File: src/rtl/dmem_arbiter_pkg.sv
// Shared types and constants for the two-port data-memory arbiter.
package dmem_arbiter_pkg;

    typedef enum logic [1:0] {
        ST_ARB    = 2'd0,
        ST_LOCK   = 2'd1,
        ST_FORCED = 2'd2
    } arb_state_e;

    localparam logic PORT_C = 1'b0;
    localparam logic PORT_D = 1'b1;

    localparam int ADDR_W = 15;
    localparam int DATA_W = 32;
    localparam int F3_W   = 3;

    localparam logic [F3_W-1:0] BYTE = 3'b000;
    localparam logic [F3_W-1:0] HALF = 3'b001;
    localparam logic [F3_W-1:0] WORD = 3'b010;

endpackage

File: src/rtl/dmem_arbiter_if.sv
// Bus bundle between the CPU LSU, the DMA/debug master, the arbiter and the SPRAM.
interface dmem_arbiter_if;
    import dmem_arbiter_pkg::*;

    logic              c_req_i;
    logic              c_we_i;
    logic [F3_W-1:0]   c_funct3_i;
    logic [ADDR_W-1:0] c_addr_i;
    logic [DATA_W-1:0] c_wdata_i;
    logic              c_gnt_o;
    logic              c_rvalid_o;
    logic [DATA_W-1:0] c_rdata_o;

    logic              d_req_i;
    logic              d_we_i;
    logic              d_lock_i;
    logic [F3_W-1:0]   d_funct3_i;
    logic [ADDR_W-1:0] d_addr_i;
    logic [DATA_W-1:0] d_wdata_i;
    logic              d_gnt_o;
    logic              d_rvalid_o;
    logic [DATA_W-1:0] d_rdata_o;

    logic [F3_W-1:0]   mem_funct3_o;
    logic [ADDR_W-1:0] mem_addr_o;
    logic [DATA_W-1:0] mem_wdata_o;
    logic              mem_wr_en_o;
    logic [DATA_W-1:0] mem_rdata_i;

    modport slave (
        input  c_req_i, c_we_i, c_funct3_i, c_addr_i, c_wdata_i,
        output c_gnt_o, c_rvalid_o, c_rdata_o,
        input  d_req_i, d_we_i, d_lock_i, d_funct3_i, d_addr_i, d_wdata_i,
        output d_gnt_o, d_rvalid_o, d_rdata_o,
        output mem_funct3_o, mem_addr_o, mem_wdata_o, mem_wr_en_o,
        input  mem_rdata_i
    );

    modport master (
        output c_req_i, c_we_i, c_funct3_i, c_addr_i, c_wdata_i,
        input  c_gnt_o, c_rvalid_o, c_rdata_o,
        output d_req_i, d_we_i, d_lock_i, d_funct3_i, d_addr_i, d_wdata_i,
        input  d_gnt_o, d_rvalid_o, d_rdata_o,
        input  mem_funct3_o, mem_addr_o, mem_wdata_o, mem_wr_en_o,
        output mem_rdata_i
    );

endinterface

File: src/rtl/dmem_arb_lock_ctr.sv
// DMA lock beat counter: clears on arbitration re-entry, saturates at LOCK_MAX,
// and flags when the next counted beat will reach LOCK_MAX.
module dmem_arb_lock_ctr
    import dmem_arbiter_pkg::*;
#(
    parameter int LOCK_MAX = 8,
    parameter int CNT_W    = 8
) (
    input  logic clk_i,
    input  logic rst_ni,
    input  logic clr_i,
    input  logic inc_i,
    output logic near_max_o
);

    localparam logic [CNT_W-1:0] MAX = CNT_W'(LOCK_MAX);

    logic [CNT_W-1:0] cnt_q;

    always_ff @(posedge clk_i) begin
        if (!rst_ni || clr_i) begin
            cnt_q <= '0;
        end else if (inc_i && cnt_q != MAX) begin
            cnt_q <= cnt_q + 1'b1;
        end
    end

    // Decoded from the registered count so the FSM never loops through inc_i.
    assign near_max_o = (cnt_q == MAX - 1'b1);

endmodule

File: src/rtl/dmem_arbiter.sv
// Two-port arbiter (CPU / DMA) in front of the single-port data memory.
// Optional: define DMEM_ARB_RR_EN for round-robin conflict resolution in ARB.
module dmem_arbiter
    import dmem_arbiter_pkg::*;
#(
    parameter int LOCK_MAX = 8,
    parameter int CNT_W    = 8
) (
    input  logic           clk_i,
    input  logic           rst_ni,
    dmem_arbiter_if.slave  bus
);

    arb_state_e state_q, state_n;
    logic       c_win, d_win;
    logic       c_gnt, d_gnt;
    logic       near_max;
    logic       cnt_inc, cnt_clr;
    logic       rd_c_q, rd_d_q;

`ifdef DMEM_ARB_RR_EN
    logic       last_gnt_q;
`endif

    always_comb begin
        c_win   = 1'b0;
        d_win   = 1'b0;
        state_n = state_q;
        unique case (state_q)
            ST_ARB: begin
                if (bus.c_req_i && bus.d_req_i) begin
`ifdef DMEM_ARB_RR_EN
                    d_win = (last_gnt_q == PORT_C);
                    c_win = ~d_win;
`else
                    c_win = 1'b1;
`endif
                end else begin
                    c_win = bus.c_req_i;
                    d_win = bus.d_req_i;
                end
                if (d_win && bus.d_lock_i) state_n = ST_LOCK;
            end
            ST_LOCK: begin
                if (bus.d_req_i) begin
                    d_win = 1'b1;
                    if (!bus.d_lock_i)  state_n = ST_ARB;
                    else if (near_max)  state_n = bus.c_req_i ? ST_FORCED : ST_ARB;
                end else begin
                    // DMA went idle mid-lock: the port is free, let a waiting CPU in.
                    c_win   = bus.c_req_i;
                    state_n = ST_ARB;
                end
            end
            ST_FORCED: begin
                c_win   = bus.c_req_i;
                state_n = ST_ARB;
            end
            default: state_n = ST_ARB;
        endcase
    end

    assign c_gnt = c_win & rst_ni;
    assign d_gnt = d_win & rst_ni;

    always_ff @(posedge clk_i) begin
        if (!rst_ni) state_q <= ST_ARB;
        else         state_q <= state_n;
    end

    assign cnt_inc = d_gnt && (state_q == ST_LOCK || bus.d_lock_i);
    assign cnt_clr = (state_n == ST_ARB);

    dmem_arb_lock_ctr #(
        .LOCK_MAX (LOCK_MAX),
        .CNT_W    (CNT_W)
    ) u_lock_ctr (
        .clk_i      (clk_i),
        .rst_ni     (rst_ni),
        .clr_i      (cnt_clr),
        .inc_i      (cnt_inc),
        .near_max_o (near_max)
    );

`ifdef DMEM_ARB_RR_EN
    always_ff @(posedge clk_i) begin
        if (!rst_ni)    last_gnt_q <= PORT_C;
        else if (c_gnt) last_gnt_q <= PORT_C;
        else if (d_gnt) last_gnt_q <= PORT_D;
    end
`endif

    always_comb begin
        bus.mem_funct3_o = '0;
        bus.mem_addr_o   = '0;
        bus.mem_wdata_o  = '0;
        bus.mem_wr_en_o  = 1'b0;
        if (c_gnt) begin
            bus.mem_funct3_o = bus.c_funct3_i;
            bus.mem_addr_o   = bus.c_addr_i;
            bus.mem_wdata_o  = bus.c_wdata_i;
            bus.mem_wr_en_o  = bus.c_we_i;
        end else if (d_gnt) begin
            bus.mem_funct3_o = bus.d_funct3_i;
            bus.mem_addr_o   = bus.d_addr_i;
            bus.mem_wdata_o  = bus.d_wdata_i;
            bus.mem_wr_en_o  = bus.d_we_i;
        end
    end

    // Fixed one-cycle memory latency: the flag alone routes the returning word.
    always_ff @(posedge clk_i) begin
        if (!rst_ni) begin
            rd_c_q <= 1'b0;
            rd_d_q <= 1'b0;
        end else begin
            rd_c_q <= c_gnt & ~bus.c_we_i;
            rd_d_q <= d_gnt & ~bus.d_we_i;
        end
    end

    assign bus.c_gnt_o    = c_gnt;
    assign bus.d_gnt_o    = d_gnt;
    assign bus.c_rvalid_o = rd_c_q & rst_ni;
    assign bus.d_rvalid_o = rd_d_q & rst_ni;
    assign bus.c_rdata_o  = bus.c_rvalid_o ? bus.mem_rdata_i : '0;
    assign bus.d_rdata_o  = bus.d_rvalid_o ? bus.mem_rdata_i : '0;

endmodule

File: src/flat_wrapper.sv
// flat-port wrapper written by rule: the top's interface ports become plain ports
module dmem_arbiter_flat import dmem_arbiter_pkg::*;
#(
    parameter int LOCK_MAX = 8,
    parameter int CNT_W    = 8
)
  (clk_i, rst_ni, bus_c_req_i, bus_c_we_i, bus_c_funct3_i, bus_c_addr_i, bus_c_wdata_i, bus_c_gnt_o, bus_c_rvalid_o, bus_c_rdata_o, bus_d_req_i, bus_d_we_i, bus_d_lock_i, bus_d_funct3_i, bus_d_addr_i, bus_d_wdata_i, bus_d_gnt_o, bus_d_rvalid_o, bus_d_rdata_o, bus_mem_funct3_o, bus_mem_addr_o, bus_mem_wdata_o, bus_mem_wr_en_o, bus_mem_rdata_i);
  dmem_arbiter_if bus_i ();
  input  logic clk_i;
  input  logic rst_ni;
  input wire logic [$bits(bus_i.c_req_i)-1:0] bus_c_req_i;
  input wire logic [$bits(bus_i.c_we_i)-1:0] bus_c_we_i;
  input wire logic [$bits(bus_i.c_funct3_i)-1:0] bus_c_funct3_i;
  input wire logic [$bits(bus_i.c_addr_i)-1:0] bus_c_addr_i;
  input wire logic [$bits(bus_i.c_wdata_i)-1:0] bus_c_wdata_i;
  output wire logic [$bits(bus_i.c_gnt_o)-1:0] bus_c_gnt_o;
  output wire logic [$bits(bus_i.c_rvalid_o)-1:0] bus_c_rvalid_o;
  output wire logic [$bits(bus_i.c_rdata_o)-1:0] bus_c_rdata_o;
  input wire logic [$bits(bus_i.d_req_i)-1:0] bus_d_req_i;
  input wire logic [$bits(bus_i.d_we_i)-1:0] bus_d_we_i;
  input wire logic [$bits(bus_i.d_lock_i)-1:0] bus_d_lock_i;
  input wire logic [$bits(bus_i.d_funct3_i)-1:0] bus_d_funct3_i;
  input wire logic [$bits(bus_i.d_addr_i)-1:0] bus_d_addr_i;
  input wire logic [$bits(bus_i.d_wdata_i)-1:0] bus_d_wdata_i;
  output wire logic [$bits(bus_i.d_gnt_o)-1:0] bus_d_gnt_o;
  output wire logic [$bits(bus_i.d_rvalid_o)-1:0] bus_d_rvalid_o;
  output wire logic [$bits(bus_i.d_rdata_o)-1:0] bus_d_rdata_o;
  output wire logic [$bits(bus_i.mem_funct3_o)-1:0] bus_mem_funct3_o;
  output wire logic [$bits(bus_i.mem_addr_o)-1:0] bus_mem_addr_o;
  output wire logic [$bits(bus_i.mem_wdata_o)-1:0] bus_mem_wdata_o;
  output wire logic [$bits(bus_i.mem_wr_en_o)-1:0] bus_mem_wr_en_o;
  input wire logic [$bits(bus_i.mem_rdata_i)-1:0] bus_mem_rdata_i;
  assign bus_i.c_req_i = bus_c_req_i;
  assign bus_i.c_we_i = bus_c_we_i;
  assign bus_i.c_funct3_i = bus_c_funct3_i;
  assign bus_i.c_addr_i = bus_c_addr_i;
  assign bus_i.c_wdata_i = bus_c_wdata_i;
  assign bus_c_gnt_o = bus_i.c_gnt_o;
  assign bus_c_rvalid_o = bus_i.c_rvalid_o;
  assign bus_c_rdata_o = bus_i.c_rdata_o;
  assign bus_i.d_req_i = bus_d_req_i;
  assign bus_i.d_we_i = bus_d_we_i;
  assign bus_i.d_lock_i = bus_d_lock_i;
  assign bus_i.d_funct3_i = bus_d_funct3_i;
  assign bus_i.d_addr_i = bus_d_addr_i;
  assign bus_i.d_wdata_i = bus_d_wdata_i;
  assign bus_d_gnt_o = bus_i.d_gnt_o;
  assign bus_d_rvalid_o = bus_i.d_rvalid_o;
  assign bus_d_rdata_o = bus_i.d_rdata_o;
  assign bus_mem_funct3_o = bus_i.mem_funct3_o;
  assign bus_mem_addr_o = bus_i.mem_addr_o;
  assign bus_mem_wdata_o = bus_i.mem_wdata_o;
  assign bus_mem_wr_en_o = bus_i.mem_wr_en_o;
  assign bus_i.mem_rdata_i = bus_mem_rdata_i;
  dmem_arbiter #(.LOCK_MAX(LOCK_MAX), .CNT_W(CNT_W)) u_core (.clk_i(clk_i), .rst_ni(rst_ni), .bus(bus_i));
endmodule
File: config.mk
export PLATFORM = sky130hd
export DESIGN_NAME = dmem_arbiter_flat
export DESIGN_NICKNAME = d
export VERILOG_FILES = /design/src/rtl/dmem_arbiter_pkg.sv /design/src/rtl/dmem_arbiter_if.sv /design/src/rtl/dmem_arb_lock_ctr.sv /design/src/rtl/dmem_arbiter.sv /design/src/flat_wrapper.sv
export SDC_FILE = /design/constraint.sdc
export NUM_CORES = 1
export LEC_CHECK = 0
export ABC_AREA = 1
export CAP_MARGIN = 15
export CORE_AREA = 5 5 96 98
export DETAILED_ROUTE_END_ITERATION = 10
export DIE_AREA = 0 0 101 103
export PLACE_DENSITY = 0.85
export SLEW_MARGIN = 20
export SYNTH_ARGS = -nofsm -noshare
export SYNTH_HDL_FRONTEND = slang
export SYNTH_SLANG_ARGS = --single-unit
File: constraint.sdc
create_clock -name clk_i -period 1.67 [get_ports clk_i]
set_input_delay 0.167 -clock clk_i [delete_from_list [all_inputs] [get_ports clk_i]]
set_output_delay 0.167 -clock clk_i [all_outputs]
set_load 0.02 [all_outputs]
Word-level counts from Yosys, hierarchy flattened
Cells that the tools add are included.
{"block": "op_classes", "shift": 0, "n_eq_ne": 4, "n_lt_le_gt_ge": 0, "n_mux": 23, "reduce_logical": 9, "bitwise": 8, "div_mod_pow": 0, "multipliers": 0, "addsub": 1}
{"op": "32-bit 2-to-1 mux", "n": 4}
{"op": "15-bit 2-to-1 mux", "n": 2}
{"op": "2-bit 2-to-1 mux", "n": 5}
{"op": "8-bit by 1-bit adder with 8-bit output, second input constant", "n": 1}
{"op": "8-bit by 3-bit == test with 1-bit output, second input constant", "n": 1}
{"op": "8-bit by 4-bit inequality test with 1-bit output, second input constant", "n": 1}
{"op": "1-bit 2-to-1 mux", "n": 7}
{"op": "1-bit bitwise AND", "n": 6}
{"op": "3-bit 2-to-1 mux", "n": 2}
{"op": "1-bit logical AND", "n": 4}
{"op": "2-bit logical NOT", "n": 2}
{"op": "2-bit one-hot mux with 2 select lines", "n": 1}
{"op": "1-bit one-hot mux with 3 select lines", "n": 1}
{"op": "2-bit by 1-bit == test with 1-bit output, second input constant", "n": 1}
{"op": "2-bit == test, second input constant", "n": 1}
{"op": "1-bit logical OR", "n": 2}
{"op": "1-bit inverter", "n": 2}
{"op": "1-bit one-hot mux with 2 select lines", "n": 1}
{"op": "1-bit logical NOT", "n": 1}
{"block": "word_totals", "n_memories": 0, "latch_bits": 0, "out_inout_bits": 119, "romBits": 0, "in_bits": 139, "ram_bits": 0, "register_bits": 12}

Longest topological paths before layout
{"block": "depth", "ltp_word": 8, "ltp_mapped": 10, "depth_no_buf": 10}

Modules after synthesis
Synthesis repeated with hierarchy kept, for this count alone.
{"block": "hier_totals", "cells_unflattened": 407, "hier_area_um2": 2250.9}
{"module": "dmem_arbiter", "n_inst": 1, "area_each_um2": 1736.7, "cells_each": 329}
{"module": "dmem_arb_lock_ctr", "n_inst": 1, "area_each_um2": 514.2, "cells_each": 78}

Least setup slack after synthesis
No wires, ideal clock.
{"block": "synth_timing", "kind": "flip-flop to output port", "from": "reg u_core.state_q[1]", "to": "out bus_mem_wr_en_o", "arrival_ns": 1.209, "required_time_ns": 1.503, "path_stages_with_launch": 7, "setup_slack_ns": 0.294, "cell_sequence": "dfxtp_1 nor2_4 nand3_4 inv_4 buf_6 nand2_1 a21oi_1"}
{"block": "synth_via", "elab_chain_cells": 5, "elab_cells_between_ends": 9}
{"item": "start: declaration", "line_no": "dmem_arbiter.sv:14", "rtl": "arb_state_e state_q, state_n;"}
{"item": "start signal: assignment", "line_no": "dmem_arbiter.sv:68", "rtl": "else state_q <= state_n;"}
{"item": "2-bit by 1-bit == test with 1-bit output or 2-bit logical NOT (tied branches)", "line_no": "dmem_arbiter.sv:29", "rtl": "unique case (state_q)"}
{"item": "1-bit one-hot mux with 2 select lines *", "line_no": "dmem_arbiter.sv:29"}
{"item": "1-bit bitwise AND *", "line_no": "dmem_arbiter.sv:64", "rtl": "assign d_gnt = d_win & rst_ni;"}
{"item": "via bus_d_gnt_o", "line_no": "flat_wrapper.sv:25", "rtl": "output wire logic [$bits(bus_i.d_gnt_o)-1:0] bus_d_gnt_o;"}
{"item": "1-bit 2-to-1 mux *", "line_no": "dmem_arbiter.sv:103", "rtl": "end else if (d_gnt) begin"}
{"item": "1-bit 2-to-1 mux *", "line_no": "dmem_arbiter.sv:98", "rtl": "if (c_gnt) begin"}
{"item": "end: declaration", "line_no": "flat_wrapper.sv:31", "rtl": "output wire logic [$bits(bus_i.mem_wr_en_o)-1:0] bus_mem_wr_en_o;"}
Mark *: on every way through the listed nets, which the timed path passes. The rest lies on a longest branch.

Final worst setup path
{"block": "layout_timing", "from": "reg u_core.state_q[0]", "to": "out bus_mem_wdata_o[30]"}
{"block": "layout_via", "elab_chain_cells": 5, "elab_cells_between_ends": 9}
{"item": "2-bit by 1-bit == test with 1-bit output or 2-bit logical NOT (tied branches)", "line_no": "dmem_arbiter.sv:29"}
{"item": "1-bit one-hot mux with 2 select lines", "line_no": "dmem_arbiter.sv:29"}
{"item": "1-bit bitwise AND", "line_no": "dmem_arbiter.sv:64"}
{"item": "32-bit 2-to-1 mux", "line_no": "dmem_arbiter.sv:103"}
{"item": "32-bit 2-to-1 mux *", "line_no": "dmem_arbiter.sv:98"}
{"item": "end: declaration", "line_no": "flat_wrapper.sv:30", "rtl": "output wire logic [$bits(bus_i.mem_wdata_o)-1:0] bus_mem_wdata_o;"}
Every way passes the cells marked *; elsewhere a longest branch is shown, timed or not.

==> summary.md <==
| Metric | Value |
|---|---|
| Die height | `103 µm` |
| Final Cycle Share | `1.01` |
| Nets | `about 700` |
| Detailed Place HPWL | `8660 µm` |
| CP cell instances | `inv_2 -> nand2_2 -> nand3_4 -> inv_8 -> buf_12 -> buf_6 -> a22o_1 -> buf_6` |
| Starting Density | `0.203` |
| Status | `finished with violations` |
| Routed Wire Length | `roughly 11,000 µm` |
| Vias in the first global route | `~3,000` |
| Hold slack | `around 480 ps` |
| Non-filler cells, final | `between 600 and 700` |
| Filler instances | `741` |
| GR Overflow Total | `0` |
| DR top layer | `met4` |
| Core ar. | `~8400 µm²` |
| Max Cap Violations | `0` |
| Worst slew pin tran | `roughly 220 ps` |
| Critical path arrival | `roughly 1500 ps` |
| Top_reg_cell synth | `dfxtp_1` |
| Critical Path Sink Type | `output port` |
| Setup crit start | `u_core.state_q[0]` |
| Root buffer cell | `clkbuf_8` |
| Slew HR | `0.856` |
| Pin count of the biggest net entering global routing | `34` |
| CP max-delay cell | `dfxtp_2` |
| Lkg Pwr | `about 0.0023 µW` |
| CP Class | `flop to output port` |
| Critical Path RT | `about 1500 ps` |
| Total CTS buffers | `3` |
| Clock Sinks | `12` |
| Tightest Hold Check Type | `primary input to flop` |
| Wire length per cell | `16.1 µm` |
| Layout area overhead | `168%` |
| Post-Syn Instances | `292` |
| CP dominant cell by count | `buf_6` |
| Max Freq | `596 MHz` |
| Post-synth ARST share | `0` |
| Die Span X | `just over 100 µm` |
| M1 WL | `3910 µm` |
| Io pins | `258` |
| Iter 0 DRT Violations | `60` |
| GR Util All Layers | `0.179` |
| CTS tree | `built` |
| Yosys warning count | `0` |
| Syn_area_per_cell | `slightly below 6 µm²` |
| Die ar. | `around 10,000 µm²` |
| Hold Startpoint | `rst_ni` |
| Worst Slack Setup Final | `-8.91 ps` |
| CP max stage delay | `between 300 and 400 ps` |
| Clk buf depth | `2` |
| Max Slew Vio Count | `0` |
| Seq cells post-synth | `12` |
| Post-synthesis cell type count | `25` |
| Final hold violation count | `0` |
| Post-synth net total | `433` |
| Clock transition at the registers of the reported paths | `roughly 50 ps` |
| CP Max Fanout | `12` |
| Gp weighted congestion | `around 0.85` |
| PnR Total Power | `about 1400 µW` |
| Setup TNS | `-16.2 ps` |
| Post-route ant nets | `0` |
| Finish-stage setup viols | `2` |
| Rows | `34` |
| Mapped cell area | `~1700 µm²` |
| Critical Path Start Type | `flop` |
| Post-route minimum period | `between 1500 and 2000 ps` |
| Via count | `~2,900` |
| Htree depth | `1` |
| Worst VDD drop | `0.258 mV` |
| Hold Buf Count CTS | `0` |
| Post-synth EDFFs | `0` |
| Final setup skew | `around 5.1 ps` |
| DRT Pass-1 Iters | `4` |
| Initial antenna violation count | `0` |
| Power per cell area | `about 320 nW/µm²` |
| Worst r2r src | `u_core.state_q[0]` |
| Clk_lat worst skew | `approximately 250 ps` |
| Met2 routed WL | `about 5300 µm` |
| Cells after DPL | `656` |
| Global-route wire length before repair | `14,900 µm` |
| Layout cells sized above 1 | `0.254` |
| Post-route DRC | `0` |
| Seq/Total Area, Yosys | `0.141` |
| Vias/cell | `roughly 4.4` |
| Failing checks | `negative setup slack` |
| Most frequent cells in the layout | `clkdlybuf4s50_1, nor2_1, inv_1` |
| WL met3 | `1260 µm` |
| # port buffers | `about 260` |
| Diodes inserted | `0` |
| Unrepaired setup endpoints after global routing | `yes` |
| Commonest non-fill, non-tap cell in the layout | `clkdlybuf4s50_1` |
-- path summary, 6_finish.rpt --
| path | to | cells after the start | slack [ps] |
|---|---|---|---|
| hold / removal | u_core.state_q[1] | 5 | 480 |
| setup / recovery | bus_mem_wdata_o[30] | 8 | -9 |
| setup reg to reg | u_core.u_lock_ctr.cnt_q[5] | 11 | 120 |
| hold reg to reg | u_core.u_lock_ctr.cnt_q[4] | 4 | 560 |
-- state kept, by name, indices dropped and copies added (netlist names) --
signal,flops
u_core.rd_d_q,1
u_core.u_lock_ctr.cnt_q,8
u_core.rd_c_q,1
u_core.state_q,2
-- metrics by stage --
step / cell area, µm² / setup slack, ps / util
floorplan: 1700 / 294 / -
global placement: 4490 / -454 / 0.536
detailed placement: 4490 / -495 / 0.536
CTS: 4450 / -38.1 / 0.532
global route: 4550 / -60.3 / 0.543
finish: 4550 / -8.91 / 0.543
-- power breakdown --
| group | leakage [µW] | internal [µW] | switching (µW) |
|---|---|---|---|
| sequential | 0.0000982 | 288 | 1.50 |
| combinational | 0.00215 | 513 | 370 |
| clock | 0.0000216 | 159 | 110 |
-- cell families after synthesis --
group / count (synthesis) / synth area share
xor gates and xnor gates: 1 / 0.00515
AOI/OAI and AO/OA: 55 / 0.274
DFF: 12 / 0.141
and+or+nand+nor: 147 / 0.374
adders and majority gates: 2 / 0.0147
buffers and inverters: 75 / 0.191
-- final cells by class --
cell class | instances | area, µm² | area share
tap | 108 | 135 | 0.0297
sequential | 12 | 245 | 0.0539
timing repair buffer | 279 | 2740 | 0.602
inverter | 59 | 234 | 0.0514
clock buffer | 3 | 41.3 | 0.00907
multi-input combinational | 205 | 1160 | 0.254
-- metal layers --
layer  GRT usage  up-vias
li1            -     1467
met1       0.194     1298
met2       0.321      158
met3      0.0683       23
met4      0.0613        0
met5           0        -
-- what timing repair did --
action / 4_1_cts / 5_1_grt
gates cloned: 2 / 1
setup buffers: 2 / 3
setup endpoints to repair: 119 / 26
pin swaps: 0 / 4
resized for setup: 391 / 30
hold endpoints to repair: 0 / 0
-- synthesized netlist by cell type (2+ instances only) --
cell type | count | area, µm²
a22o_1 | 50 | 438
buf_4 | 9 | 67.6
clkbuf_1 | 6 | 22.5
dfxtp_1 | 12 | 240
ha_1 | 2 | 25.0
inv_1 | 54 | 203
inv_2 | 4 | 15.0
nand2_1 | 49 | 184
nand2_2 | 2 | 12.5
nand3_1 | 10 | 50.1
nand3_2 | 2 | 20.0
nand3b_1 | 3 | 22.5
nand4_1 | 2 | 12.5
nor2_1 | 74 | 278
nor2_4 | 2 | 22.5
o21ai_0 | 2 | 10.0
-- worst max-delay path: cells and delay by family, from the launching register on --
family                 cells  cell delay [ps]
and+or+nand+nor            2              170
AOI/OAI and AO/OA          1              220
buffers and inverters      5              520
DFF                        1              340
No activity file was read; power rests on OpenSTA's default activity.
